===== src/rtl/bram_port_arbiter.sv =====
// bram_port_arbiter: round-robin share of one single-port BRAM
// among N_REQ requesters, with fixed-latency read-response routing.
module bram_port_arbiter #(
  parameter int N_REQ  = 4,
  parameter int ADDR_W = 10,
  parameter int DATA_W = 36,
  parameter int RD_LAT = 2
) (
  input  logic                    clk,
  input  logic                    rst_n,
  input  logic [N_REQ-1:0]        req_valid,
  output logic [N_REQ-1:0]        req_ready,
  input  logic [N_REQ-1:0]        req_we,
  input  logic [N_REQ*ADDR_W-1:0] req_addr,
  input  logic [N_REQ*DATA_W-1:0] req_wdata,
  output logic [N_REQ-1:0]        rsp_valid,
  output logic [DATA_W-1:0]       rsp_rdata,
  output logic                    bram_en,
  output logic                    bram_we,
  output logic [ADDR_W-1:0]       bram_addr,
  output logic [DATA_W-1:0]       bram_wdata,
  input  logic [DATA_W-1:0]       bram_rdata
);

  localparam int IDW = (N_REQ > 1) ? $clog2(N_REQ) : 1;

  logic [IDW-1:0] rr_ptr;
  logic [IDW-1:0] gid;
  logic [IDW-1:0] nxt_ptr;
  logic [IDW-1:0] issue_id;
  logic [IDW:0]   idx;
  logic           any;
  logic           acc;

  logic [RD_LAT-1:0]          pv;
  logic [RD_LAT-1:0][IDW-1:0] pid;

  // First valid requester at or after rr_ptr, modulo N_REQ
  always_comb begin
    any = 1'b0;
    gid = '0;
    idx = '0;
    for (int k = 0; k < N_REQ; k++) begin
      idx = {1'b0, rr_ptr} + (IDW+1)'(k);
      if (idx >= (IDW+1)'(N_REQ))
        idx = idx - (IDW+1)'(N_REQ);
      if (!any && req_valid[idx[IDW-1:0]]) begin
        any = 1'b1;
        gid = idx[IDW-1:0];
      end
    end
  end

  assign acc = any & rst_n;

  always_comb begin
    req_ready = '0;
    if (acc)
      req_ready[gid] = 1'b1;
  end

  assign nxt_ptr = (gid == IDW'(N_REQ-1)) ? '0 : gid + 1'b1;

  always_ff @(posedge clk or negedge rst_n) begin
    if (!rst_n) begin
      rr_ptr     <= '0;
      bram_en    <= 1'b0;
      bram_we    <= 1'b0;
      bram_addr  <= '0;
      bram_wdata <= '0;
      issue_id   <= '0;
      pv         <= '0;
      pid        <= '0;
    end else begin
      bram_en <= acc;
      bram_we <= acc & req_we[gid];
      if (acc) begin
        rr_ptr     <= nxt_ptr;
        bram_addr  <= req_addr[int'(gid)*ADDR_W +: ADDR_W];
        bram_wdata <= req_wdata[int'(gid)*DATA_W +: DATA_W];
        issue_id   <= gid;
      end
      // Reads enter the tracker on their bram_en cycle
      pv[0]  <= bram_en & ~bram_we;
      pid[0] <= issue_id;
      for (int i = 1; i < RD_LAT; i++) begin
        pv[i]  <= pv[i-1];
        pid[i] <= pid[i-1];
      end
    end
  end

  always_comb begin
    rsp_valid = '0;
    if (pv[RD_LAT-1])
      rsp_valid[pid[RD_LAT-1]] = 1'b1;
  end

  assign rsp_rdata = bram_rdata;

endmodule


===== config.mk =====
export PLATFORM = sky130hd
export DESIGN_NAME = bram_port_arbiter
export DESIGN_NICKNAME = d
export VERILOG_FILES = /design/src/rtl/bram_port_arbiter.sv
export SDC_FILE = /design/constraint.sdc
export NUM_CORES = 1
export LEC_CHECK = 0
export CAP_MARGIN = 25
export CORE_AREA = 4 4 123 125
export DETAILED_ROUTE_END_ITERATION = 10
export DIE_AREA = 0 0 127 129
export DONT_BUFFER_PORTS = 1
export GPL_ROUTABILITY_DRIVEN = 0
export SYNTH_ARGS = -nofsm -noshare
export SYNTH_HDL_FRONTEND = slang
export SYNTH_SLANG_ARGS = --single-unit

===== constraint.sdc =====
create_clock -name clk -period 3.1 [get_ports clk]
set_clock_uncertainty 0.2 [all_clocks]
set_input_delay 0.465 -clock clk [delete_from_list [all_inputs] [get_ports clk]]
set_output_delay 0.465 -clock clk [all_outputs]
set_load 0.005 [all_outputs]

## Word level (Yosys, flattened, before mapping)

Cells that the tools add are included.

| storage, ports and cells | value |
|---|---|
| register bits | 58 |
| input bits | 230 |
| output and inout port bits | 92 |
| logic and storage cells | 75 |

| operators by class | value |
|---|---|
| add/sub/neg operators | 8 |
| multiply operators | 2 |
| magnitude comparators | 12 |
| equality and inequality tests | 1 |
| shifts and indexed selects | 2 |
| multiplexer cells | 29 |
| bitwise logic cells | 4 |
| reductions and logical operators | 8 |

Operator list:

| kind | count |
|---|---|
| indexed part select 144 x 9 -> 36 bit | 1 |
| indexed part select 40 x 7 -> 10 bit | 1 |
| less-than comparator 2 x 3 -> 1 bit (second input constant) | 6 |
| 2-to-1 mux 2 bit | 9 |
| 2-to-1 mux 1 bit | 11 |
| binary-select mux 1 bit (select 2 bit) | 5 |
| greater-or-equal comparator 3 bit (second input constant) | 3 |
| 2-to-1 mux 4 bit | 2 |
| subtractor 2 x 1 -> 2 bit (second input constant) | 4 |
| adder 2 x 2 -> 3 bit (second input constant) | 2 |
| multiplier 2 x 4 -> 6 bit (second input constant) | 1 |
| logical AND 1 bit | 5 |
| multiplier 2 x 3 -> 5 bit (second input constant) | 1 |
| demux 1 bit (select 2 bit) | 2 |
| greater-or-equal comparator 2 x 1 -> 1 bit (second input constant) | 2 |
| adder 2 x 1 -> 3 bit (second input constant) | 1 |
| AND 1 bit | 3 |
| greater-or-equal comparator 2 x 3 -> 1 bit (second input constant) | 1 |
| logical NOT 1 bit | 3 |
| adder 2 x 1 -> 2 bit (second input constant) | 1 |
| == test 2 bit (second input constant) | 1 |
| NOT 1 bit | 1 |

## Logic depth before layout (Yosys ltp)

| depth | value |
|---|---|
| depth in word-level cells | 19 |
| gate-level depth with buffers | 8 |
| depth with buffers taken out | 6 |

## Worst setup path after synthesis

Ideal clock, no wire load.

| timing | value |
|---|---|
| kind | reg2out |
| start point | register rr_ptr[1] |
| end point | output port req_ready[0] |
| arrival time | 1781 ps |
| data required time | 2435 ps |
| slack | 654 ps |
| stages on the path, launching flop included | 9 |
| path buffers | 2 |
| path through | dfrtp_1 > nor2b_1 > o21a_1 > nor3_2 > inv_2 > buf_4 > buf_6 > ha_1 > and2_1 |

| between the ends | value |
|---|---|
| cells in the longest elaborated chain, start to end | 19 |
| elaborated cells on any way between the ends | 44 |
| classes of those cells | add/sub: 7; order compare: 6; mux: 23; bitwise: 1; reduce/logical: 7 |

RTL lines:

| item | line | text |
|---|---|---|
| from (decl) | 27 | `logic [IDW-1:0] rr_ptr;` |
| from (signal assigned) | 78 | `rr_ptr <= nxt_ptr;` |
| branches (longest 13 deep; another with adder 2 x 1 -> 3 bit) | - |  |
| 2-to-1 mux 2 bit (*) | 47 | `if (!any && req_valid[idx[IDW-1:0]]) begin` |
| named net gid[0] | 28 | `logic [IDW-1:0] gid;` |
| less-than comparator 2 x 3 -> 1 bit (not written as such) or greater-or-equal comparator 2 x 1 -> 1 bit (tied branches) | 59 | `req_ready[gid] = 1'b1;` |
| logical AND 1 bit (not written as such) | 59 |  |
| 2-to-1 mux 1 bit (not written as such) | 59 |  |
| demux 1 bit (select 2 bit) (*) | 59 |  |
| 2-to-1 mux 4 bit (*) | 58 | `if (acc)` |
| to (decl) | 12 | `output logic [N_REQ-1:0] req_ready,` |

Mark *: on every way through the listed nets, which the timed path passes. The select of a mux whose other input is x is not followed.

## Worst setup path in the final report

| timing | value |
|---|---|
| start point | register rr_ptr[0] |
| end point | output port req_ready[1] |

| between the ends | value |
|---|---|
| cells in the longest elaborated chain, start to end | 19 |
| elaborated cells on any way between the ends | 44 |
| classes of those cells | add/sub: 7; order compare: 6; mux: 23; bitwise: 1; reduce/logical: 7 |

RTL lines:

| item | line |
|---|---|
| branches (longest 18 deep; another with adder 2 x 1 -> 3 bit) | - |
| 2-to-1 mux 4 bit (*) | 58 |

Every way passes the cells marked *. The select of a mux whose other input is x is not followed.

==> results.cfg <==
[floorplan]
ios = 322
fp.dieH_um = 129
core_area_um2 = 13900
std_cell_rows = 43
dieArea_um2 = 16400
die_x_um = 127
initial_utilization_pct = 30.9

[route]
drc = 0
totalWireLength_mm = 14.8
wl_met1_mm = 5.40
ant_nets = 0
dr_wl_met3_mm = 1.47
post_drt_wl_per_cell_um = 25.0
drt_first_pass_iters = 4
wl_met2_mm = 7.57
vias = 3709
viasPerCell = 6.27
maxUsedRoutingLayer = met4
drt_iter0_drc = 215

[timing]
rsz0062_at_grt = no
fin_setup_tns_ns = 0
fin_crit_sh_pct = 92.8
max_freq_ghz = 0.348
setup_viol = 0
hold_violations = 0
fin_crit_ns = 2.88
relSlewSlack_pct = 32.5
tightest_slew_ns = 1.01
finalMaxSlewViolations = 0

[job]
max_cap_violations = 0

[clock_network]
clk_pin_slew_ns = 0.05
cts_resized = 0
cts.sinks = 58
insertion_delay_ns = 0.32
cts_tree = done
cts_made_buffers = 9
htree_levels = 3
clk_path_buf_depth = 2
cts-root-buf = clkbuf_16

[worst_setup_path]
required_ns = 2.43
cp_max_fo = 17
endpoint_kind = primary output
cp-start-kind = register
worstSetupPathType = register to primary output
cpMaxStageDelayCell = a211oi_1
crit_arrival_ns = 2.21
crit_family = compound AO/OA/AOI/OAI gates
cp_num_buf_inv = 1
cp_slowest_stage_delay_ns = 0.56
cp_cell_sequence = nor3b_1 -> a211oi_1 -> nor2_4 -> inv_1 -> ha_1 -> and2_1
reg2reg_slack_ns = 0.59

[global_routing]
first_global_vias = 4048
antenna_found_initial = 0
grt_use_total_pct = 17.5
grt_pass1_wl_mm = 22.5
grt_max_degree = 59
gr-total-overflow = 0

[placement]
portBuffers = 0
dp.cells = 574
post_dp_cell_area_um2 = 4150
hpwlAfterDp_mm = 10.4

[cells_and_area]
fillers = 1406
antenna_cells = 0
fin_nets = 641
area_growth_pct = 5.77
drive_above_1_share_pct = 8.98
final_cell_count_no_fill = 592
stdcell_area_um2 = 4540

[logic_synthesis]
synthCells = 473
syn_avg_cell_area_um2 = 9.07
synth_cell_types = 35
syn-cell-area_um2 = 4290
synth_warnings = 0
ys_seq_elements = 58
netlist_top_cells_area = dfrtp_1 34%, mux2i_1 10%, a211o_1 9.2%
synth_seq_area_share_pct = 33.8
synth_top_area_share_pct = 33.8
yosysTopAreaCell = dfrtp_1
syn-num-nets = 707

[power]
power.density_nw_per_um2 = 845
ir_worst_vdd_uv = 282
p_leak_nw = 1.87

[run_status]
status = finished clean

[hold_path]
hold_path_class = input pin to register
synthesized netlist by cell type:
| master | count |
|---|---|
| o211ai_1 | 45 |
| dfrtp_1 | 58 |
| a311oi_1 | 1 |
| mux2i_1 | 45 |
| nor2b_1 | 2 |
| o41ai_2 | 1 |
| a21oi_1 | 3 |
| nand4_1 | 46 |
| buf_4 | 37 |
| inv_2 | 1 |
| mux2_1 | 1 |
| a211oi_1 | 2 |
| o31ai_1 | 46 |
| a21o_1 | 1 |
| o21a_1 | 1 |
| nor2_1 | 8 |
| o21ai_2 | 1 |
| buf_1 | 6 |
| or2_2 | 1 |
| and3b_1 | 1 |
| or3_1 | 1 |
| a211o_1 | 45 |
| clkbuf_1 | 29 |
| buf_6 | 2 |
| a221o_1 | 1 |
| ha_1 | 4 |
| nand2b_1 | 2 |
| and3_1 | 1 |
| nand2_1 | 54 |
| nor3b_1 | 3 |
| buf_2 | 16 |
| inv_1 | 2 |
| a22o_1 | 1 |
| and2_1 | 4 |
| nor3_2 | 1 |
state kept, by name, indices dropped and copies added, names as in the netlist:
| name | flops |
|---|---|
| pv | 2 |
| pid | 4 |
| issue_id | 2 |
| bram_addr | 10 |
| bram_en | 1 |
| bram_we | 1 |
| rr_ptr | 2 |
| bram_wdata | 36 |
cell families (layout without fill, tap and decap cells):
group                    Yosys count  after routing  synth area share [%]
flip-flops                        58             58                  33.8
adder cells (fa/ha/maj)            4              4                  1.17
multiplexers                      46             46                  10.8
buffers and inverters             93             32                  12.2
AND/OR/NAND/NOR                  124            124                  14.7
AO/OA/AOI/OAI                    148            148                  27.4
where the power goes:
group	internal, mW	leakage, nW	switching (mW)
Sequential	1.04	0.716	0.257
Combinational	0.522	0.986	0.823
Clock	0.829	0.169	0.362
Total	2.39	1.87	1.44
layer usage:
layer	up-vias	GRT usage, %
met5	-	0
met4	0	7.32
met3	30	5.56
met2	240	30.5
met1	1789	19.9
li1	1650	-
area by class of cell:
| cell class | instances | area (µm²) | area share (%) |
|---|---|---|---|
| tap | 180 | 225 | 4.96 |
| clock inverter | 4 | 97.6 | 2.15 |
| timing repair buffer | 13 | 133 | 2.92 |
| sequential | 58 | 1450 | 32.0 |
| clock buffer | 12 | 256 | 5.65 |
| multi-input combinational | 322 | 2360 | 52.1 |
| inverter | 3 | 11.3 | 0.248 |
metrics by stage:
| step | util [%] | power (mW) | worst slack (ns) | hold WS [ns] |
|---|---|---|---|---|
| 6_report | 32.7 | 3.83 | 0.224 | 0.0311 |
| 5_1_grt | 32.7 | 4.10 | 0.0868 | 0.0113 |
| 3_3_place_gp | 29.9 | 2.59 | 0.695 | -0.0284 |
| 4_1_cts | 32.7 | 3.89 | 0.231 | 0.0127 |
| 3_5_place_dp | 29.9 | 2.65 | 0.585 | -0.0283 |
| 2_1_floorplan | - | 2.31 | 0.654 | -0.0306 |
worst reg2reg max path, delay by kind of cell, from the launching register on:
kind	cells	cell delay (ns)
flops	1	0.45
simple gates	2	0.78
buf+inv	1	0.25
compound gates	2	0.70
cell usage in the layout (no fill, tap or decap), types with 2 or more instances in the layout:
cell	n
and2_1	4
a211o_1	45
nand2b_1	2
clkbuf_16	9
inv_1	2
mux2i_1	45
a21oi_1	2
a211oi_1	2
dfrtp_1	58
o211ai_1	45
nor3b_1	3
bufinv_16	3
nor2_1	6
buf_4	10
o31ai_1	46
nor2_4	2
nand4_1	46
clkbuf_8	2
nand2_1	54
nor2b_1	2
ha_1	4
repair_timing:
action,in CTS,in global routing
hold buffers,2,0
endpoints found under the hold margin,58,0
buffers inserted,0,0
path summary, 6_finish.rpt:
check	start	to	cells past startpoint
setup / recovery	rr_ptr[0]	req_ready[1]	6
hold / removal	rst_n	rr_ptr[0]	1
setup reg to reg	rr_ptr[0]	bram_wdata[31]	5
hold reg to reg	pid[1]	pid[3]	0
max in group asynchronous	rst_n	bram_wdata[20]	2
min in group asynchronous	rst_n	bram_addr[2]	2
(Power assumes the default switching activity.)
